==> config.mk <==
export PLATFORM = sky130hd
export DESIGN_NAME = quad_sum_ctrl
export DESIGN_NICKNAME = d
export VERILOG_FILES = /design/src/rtl/quad_sum_pkg.sv /design/src/rtl/quad_sum_ctrl_sample_sum.sv /design/src/rtl/quad_sum_ctrl.sv
export SDC_FILE = /design/constraint.sdc
export NUM_CORES = 2
export LEC_CHECK = 0
export CAP_MARGIN = 20
export CORE_AREA = 2 2 527 529
export DETAILED_ROUTE_END_ITERATION = 7
export DIE_AREA = 0 0 529 531
export REMOVE_ABC_BUFFERS = 1
export SETUP_SLACK_MARGIN = 0.3
export SLEW_MARGIN = 40
export SYNTH_ARGS = -nofsm -noshare
export SYNTH_HDL_FRONTEND = slang
export SYNTH_HIERARCHICAL = 1
export SYNTH_SLANG_ARGS = --single-unit
==> constraint.sdc <==
create_clock -name CLK -period 8.8 [get_ports CLK]
set_clock_uncertainty 0.05 [all_clocks]
set_input_delay 1.32 -clock CLK [delete_from_list [all_inputs] [get_ports CLK]]
set_output_delay 1.32 -clock CLK [all_outputs]
set_load 0.05 [all_outputs]
==> src/rtl/quad_sum_pkg.sv <==
`default_nettype none
// ============================================================================
// quad_sum_pkg : shared types, constants and sample saturation helper
// Rev 1.0
// ============================================================================
package quad_sum_pkg;

  localparam int NUM_CH   = 4;
  localparam int SAMPLE_W = 16;

  typedef enum logic [1:0] {
    IDLE  = 2'd0,
    RUN   = 2'd1,
    FLUSH = 2'd2
  } state_t;

  localparam logic signed [SAMPLE_W+1:0] SAT_MAX = {3'b000, {(SAMPLE_W-1){1'b1}}};
  localparam logic signed [SAMPLE_W+1:0] SAT_MIN = {3'b111, {(SAMPLE_W-1){1'b0}}};

  // Four sign-extended samples always fit in SAMPLE_W+2 bits, so clamping here is exact.
  function automatic logic [SAMPLE_W-1:0] sat_sample(input logic signed [SAMPLE_W+1:0] x);
    if (x > SAT_MAX)
      return SAT_MAX[SAMPLE_W-1:0];
    else if (x < SAT_MIN)
      return SAT_MIN[SAMPLE_W-1:0];
    else
      return x[SAMPLE_W-1:0];
  endfunction

endpackage
`default_nettype wire

==> src/rtl/quad_sum_ctrl_sample_sum.sv <==
`default_nettype none
// ============================================================================
// quad_sample_sum : masked per-lane saturating add of four beats
// Rev 1.0
// ============================================================================
module quad_sample_sum
  import quad_sum_pkg::*;
#(
  parameter int SDATA_WIDTH   = 256,
  parameter int SSAMPLE_WIDTH = SAMPLE_W
) (
  input  logic [NUM_CH-1:0]                  mask_i,
  input  logic [NUM_CH-1:0][SDATA_WIDTH-1:0] data_i,
  output logic [SDATA_WIDTH-1:0]             sum_o
);

  localparam int LANES = SDATA_WIDTH / SSAMPLE_WIDTH;

  for (genvar l = 0; l < LANES; l++) begin : g_lane
    logic signed [SSAMPLE_WIDTH+1:0] acc;

    always_comb begin
      acc = '0;
      for (int c = 0; c < NUM_CH; c++) begin
        if (mask_i[c])
          acc = acc + {{2{data_i[c][l*SSAMPLE_WIDTH + SSAMPLE_WIDTH-1]}},
                       data_i[c][l*SSAMPLE_WIDTH +: SSAMPLE_WIDTH]};
      end
    end

    assign sum_o[l*SSAMPLE_WIDTH +: SSAMPLE_WIDTH] = sat_sample(acc);
  end

endmodule
`default_nettype wire

==> src/rtl/quad_sum_ctrl.sv <==
`default_nettype none
// ============================================================================
// quad_sum_ctrl : four-channel AXI4-Stream join, frame alignment and summing
// Rev 1.0
// ============================================================================
module quad_sum_ctrl
  import quad_sum_pkg::*;
#(
  parameter int SDATA_WIDTH   = 256,
  parameter int SSAMPLE_WIDTH = 16
) (
  input  logic                   CLK,
  input  logic                   resetn,
  input  logic [NUM_CH-1:0]      cfg_enable_mask,
  input  logic                   cfg_start,
  input  logic                   cfg_continuous,
  input  logic                   cfg_stop,
  input  logic                   err_clear,
  input  logic [SDATA_WIDTH-1:0] s0_tdata,
  input  logic                   s0_tvalid,
  input  logic                   s0_tlast,
  output logic                   s0_tready,
  input  logic [SDATA_WIDTH-1:0] s1_tdata,
  input  logic                   s1_tvalid,
  input  logic                   s1_tlast,
  output logic                   s1_tready,
  input  logic [SDATA_WIDTH-1:0] s2_tdata,
  input  logic                   s2_tvalid,
  input  logic                   s2_tlast,
  output logic                   s2_tready,
  input  logic [SDATA_WIDTH-1:0] s3_tdata,
  input  logic                   s3_tvalid,
  input  logic                   s3_tlast,
  output logic                   s3_tready,
  output logic [SDATA_WIDTH-1:0] m_tdata,
  output logic                   m_tvalid,
  output logic                   m_tlast,
  input  logic                   m_tready,
  output logic                   busy,
  output logic [31:0]            frame_count,
  output logic                   err_misalign
);

  state_t                            state_q, state_d;
  logic [NUM_CH-1:0]                 mask_q, mask_d;
  logic [NUM_CH-1:0]                 done_q, done_d;
  logic                              stop_q, stop_d;
  logic                              err_q, err_d;
  logic [31:0]                       cnt_q, cnt_d;
  logic [SDATA_WIDTH-1:0]            mdata_q, mdata_d;
  logic                              mvalid_q, mvalid_d;
  logic                              mlast_q, mlast_d;

  logic [NUM_CH-1:0]                 tvalid, tlast, tready, last_en;
  logic [NUM_CH-1:0][SDATA_WIDTH-1:0] tdata;
  logic [SDATA_WIDTH-1:0]            sum_w;
  logic                              out_free, join_w, end_idle, err_set;

  assign tvalid = {s3_tvalid, s2_tvalid, s1_tvalid, s0_tvalid};
  assign tlast  = {s3_tlast, s2_tlast, s1_tlast, s0_tlast};
  assign tdata  = {s3_tdata, s2_tdata, s1_tdata, s0_tdata};

  assign out_free = !mvalid_q || m_tready;
  assign join_w   = (state_q == RUN) && (&(tvalid | ~mask_q)) && out_free;
  assign last_en  = tlast & mask_q;

  // Each channel's ready looks only at the other enabled channels' valid.
  for (genvar c = 0; c < NUM_CH; c++) begin : g_ready
    logic others_valid;
    assign others_valid = &(tvalid | ~mask_q | (NUM_CH'(1) << c));
    assign tready[c] = (state_q == RUN)   ? (!mask_q[c] || (others_valid && out_free)) :
                       (state_q == FLUSH) ? (!mask_q[c] || !done_q[c]) : 1'b0;
  end

  quad_sample_sum #(
    .SDATA_WIDTH   (SDATA_WIDTH),
    .SSAMPLE_WIDTH (SSAMPLE_WIDTH)
  ) u_sum (
    .mask_i (mask_q),
    .data_i (tdata),
    .sum_o  (sum_w)
  );

  always_comb begin
    state_d  = state_q;
    mask_d   = mask_q;
    done_d   = done_q;
    cnt_d    = cnt_q;
    mdata_d  = mdata_q;
    mvalid_d = mvalid_q && !m_tready;
    mlast_d  = mlast_q;
    err_set  = 1'b0;
    end_idle = !cfg_continuous || stop_q || cfg_stop;

    case (state_q)
      IDLE: begin
        if (cfg_start && (|cfg_enable_mask)) begin
          mask_d  = cfg_enable_mask;
          done_d  = '0;
          state_d = RUN;
        end
      end
      RUN: begin
        if (join_w) begin
          mvalid_d = 1'b1;
          mdata_d  = sum_w;
          mlast_d  = |last_en;
          if (last_en == mask_q) begin
            cnt_d   = cnt_q + 32'd1;
            state_d = end_idle ? IDLE : RUN;
          end else if (|last_en) begin
            err_set = 1'b1;
            done_d  = last_en;
            state_d = FLUSH;
          end
        end
      end
      FLUSH: begin
        done_d = done_q | (tvalid & tready & tlast & mask_q);
        if ((done_d & mask_q) == mask_q) begin
          done_d  = '0;
          state_d = end_idle ? IDLE : RUN;
        end
      end
      default: state_d = IDLE;
    endcase

    err_d  = err_set ? 1'b1 : (err_clear ? 1'b0 : err_q);
    stop_d = ((state_q == IDLE) || (state_d == IDLE)) ? 1'b0 : (stop_q || cfg_stop);
  end

  always_ff @(posedge CLK) begin
    if (!resetn) begin
      state_q  <= IDLE;
      mask_q   <= '0;
      done_q   <= '0;
      stop_q   <= 1'b0;
      err_q    <= 1'b0;
      cnt_q    <= '0;
      mdata_q  <= '0;
      mvalid_q <= 1'b0;
      mlast_q  <= 1'b0;
    end else begin
      state_q  <= state_d;
      mask_q   <= mask_d;
      done_q   <= done_d;
      stop_q   <= stop_d;
      err_q    <= err_d;
      cnt_q    <= cnt_d;
      mdata_q  <= mdata_d;
      mvalid_q <= mvalid_d;
      mlast_q  <= mlast_d;
    end
  end

  assign s0_tready    = tready[0];
  assign s1_tready    = tready[1];
  assign s2_tready    = tready[2];
  assign s3_tready    = tready[3];
  assign m_tdata      = mdata_q;
  assign m_tvalid     = mvalid_q;
  assign m_tlast      = mlast_q;
  assign busy         = (state_q != IDLE);
  assign frame_count  = cnt_q;
  assign err_misalign = err_q;

endmodule
`default_nettype wire

==> results.md <==
- Cell family with most CP delay: compound AO/OA/AOI/OAI gates
- Clock transition at path regs: 0.06 ns
- Peak Freq: between 0.1 and 0.15 GHz
- Layout cell share with drive strength beyond 1: 0.0848
- DP Area: slightly above 0.08 mm2
- Final core occ: 0.301
- Combinational fraction of design power: 0.640
- Post-synth cell types: between 100 and 150
- Top FF cell, synth: dfxtp_1
- Cell count after synthesis: 8,730
- Antenna Nets Post-Route: 0
- CP max stage cell: a211oi_1
- Total grt overflow: 0
- Drt total wl: 324,000 um
- Sw Share: 0.467
- CP max FO: 11
- GRT Total Usage: 0.218
- Area Growth Syn to Fin: 36.0%
- Synthesized area per cell: 6.98 um2
- CP startpoint kind: primary input
- I/O pin cnt: roughly 1.3k
- Core area: 0.275 mm2
- Final min period: 8.21 ns
- Crit end category: register
- Share of flip-flops with an asynchronous set or reset: 0
- PwrDens: 129 mW/mm2
- GP Congestion: about 0.98
- Crit. path cell count: 33
- Most common cell after layout, fill and taps aside: clkdlybuf4s50_1
- Fin. Hold Viols: 0
- Synth Area in Simple Gates: 0.219
- CTS Buf Count: 47
- Clock Tree Buf Depth: 3
- Total of max-cap violations: 0
- First-pass GRT wire length: around 450,000 um
- Compound-gate portion of the synthesized area: 0.299
- FF+latch count, synth: 302
- CTS tree: done
- HPWL after DPL: 272,000 um
- Outcome: finished clean
- Clock network fraction of total power: 0.208
- Design Area, Final: 0.0829 mm2
- Synth warn: 6
- Most frequent cells in the layout: clkdlybuf4s50_1, nand2_1, a21oi_1
- Sequential power share: 0.152
- Clock Sinks: 302
- H-tree depth: 2
- CTS Root Cell: clkbuf_16
- Largest family of logic cells by synthesized area: compound AO/OA/AOI/OAI gates
- Initial drt markers: between 5k and 6k
- Nets: about 12k
- Initial antenna violation count: 207
- Static Leak: around 35 nW
- Initial core utilization: 0.221
- Min Hold Slack: 0.402 ns
- Remaining DRCs: 0
- Worst Hold Class: register to register
- Latest clock arrival within the worst-skew pair: ~0.70 ns
- Post-synth EDFFs: 0
- Cts hold-fix bufs: 0
- Seq/Total Area, Yosys: 0.0992
- VDD IR max: 0.000159 V
- RSZ-0062 raised after global routing: no
- Finish-stage setup viols: 0
- DR pass1 iterations: 6
- DR WL/cell: 23.4 um
- Row cnt: 193
- Die width: 529 um
- Relative slew slack: 0.312
- Synth Area in XOR/XNOR: 0.101
- CP peak stage delay: 0.42 ns
- Final-report max-slew violation count: 0
- Number of global-route vias before repair: 65.3k
- Final worst-path cycle share: 0.933
- Routed via count: 70.9k
- Die area: around 0.28 mm2
- Worst-Margin Slew: 1.03 ns
- Tot Pwr: 0.0107 W
- Psw: 0.00498 W
- Reg2Reg Depth: 32
- Setup TNS: 0 ns
- Pin count of the biggest net entering global routing: 137
- Hold Path Depth: 2
- Multiplexer area fraction after synthesis: 0.0554
- Post-Syn Area: 0.0609 mm2
- Pint: 0.00568 W
- Arrival time at the worst endpoint: 8.69 ns
- Setup slack, reg-to-reg: 0.83 ns
- Number of vias per cell: 5.12
- PortBufs: about 1.3k
- Critical path type: primary input to register
- Die height: 531 um
- Crit path buffers/inverters: 4
- CP required: 9.28 ns
- Synth Area in Adders: 0.174
-- per-layer routing --
metal	up-vias	wire (um)	global-route usage
li1	34400	-	-
met1	33000	136000	0.272
met2	2838	143000	0.347
met3	571	30600	0.0633
met4	124	13600	0.0916
met5	-	793	0
-- per-stage QoR --
| stage | setup WS (ns) | std cells |
|---|---|---|
| after floorplan | -7.89 | 8352 |
| after global placement | -0.312 | 13700 |
| after detailed placement | -0.319 | 13700 |
| after CTS | 0.387 | 13800 |
| after global routing | 0.256 | 13800 |
| final | 0.589 | 13900 |
-- power groups by stage --
stage	clock [W]	sequential, W	combinational [W]
floorplan	0	0.00217	0.00380
global placement	0	0.00166	0.00663
detailed placement	0	0.00166	0.00664
CTS	0.00230	0.00163	0.00668
global route	0.00233	0.00164	0.00743
finish	0.00222	0.00163	0.00682
-- Yosys cell counts, types with 67 or more instances --
cell         n  area, um2
mux2_2     184       2070
clkbuf_1   285       1070
ha_1       741       9270
nand2_1   1271       4770
inv_1      402       1510
mux2i_1    130       1300
xor2_1     236       2070
dfxtp_1    302       6050
or3_1       67        419
nor3_1     160        801
a211oi_1    97        728
o21ai_0    699       3500
nor2_1     580       2180
o21a_1     118        886
a21oi_1    994       4970
a31oi_1    101        632
and2_1     179       1120
nor2b_1    103        644
nand3_1    150        751
a21o_1     270       2030
nand2b_1   120        751
and3_1      81        507
xnor2_1    453       3970
-- timing repair --
item | 4_1_cts | 5_1_grt
setup endpoints to repair | 0 | 200
buffers inserted | 0 | 5
resized for setup | 0 | 89
-- tightest hold or removal path, delay by kind of cell, from the launching register on --
family / cells / cell delay [ns]
flops: 1 / 0.31
compound gates: 1 / 0.05
simple gates: 1 / 0.05
-- cells by family after synthesis --
family | Yosys count
AOI/OAI and AO/OA | 2918
and+or+nand+nor | 2892
adders and majority gates | 828
buffers and inverters | 781
xor gates and xnor gates | 695
muxes | 314
DFF | 302
-- final cells by class --
cell class              count  area [um2]
inverters                 403        1540
multi-input cells        7649       52200
diodes                     78         195
fillers                 29900      192000
clock buffers              62        1310
flip-flops and latches    302        6060
repair buffers           1735       16700
clock inverters            25         407
well taps                3607        4510
-- registers in the layout (all words and copies together) (netlist names) --
| name | count |
|---|---|
| m_tlast | 1 |
| stop_q | 1 |
| done_q | 4 |
| mask_q | 4 |
| err_misalign | 1 |
| m_tvalid | 1 |
| m_tdata | 256 |
| frame_count | 32 |
| state_q | 2 |
-- worst paths after layout --
path                      start           end
setup reg to reg      mask_q[0]   m_tdata[26]
hold / removal      m_tdata[33]   m_tdata[33]
setup / recovery  s0_tdata[192]  m_tdata[199]
hold reg to reg     m_tdata[33]   m_tdata[33]
(Power assumes the default switching activity.)
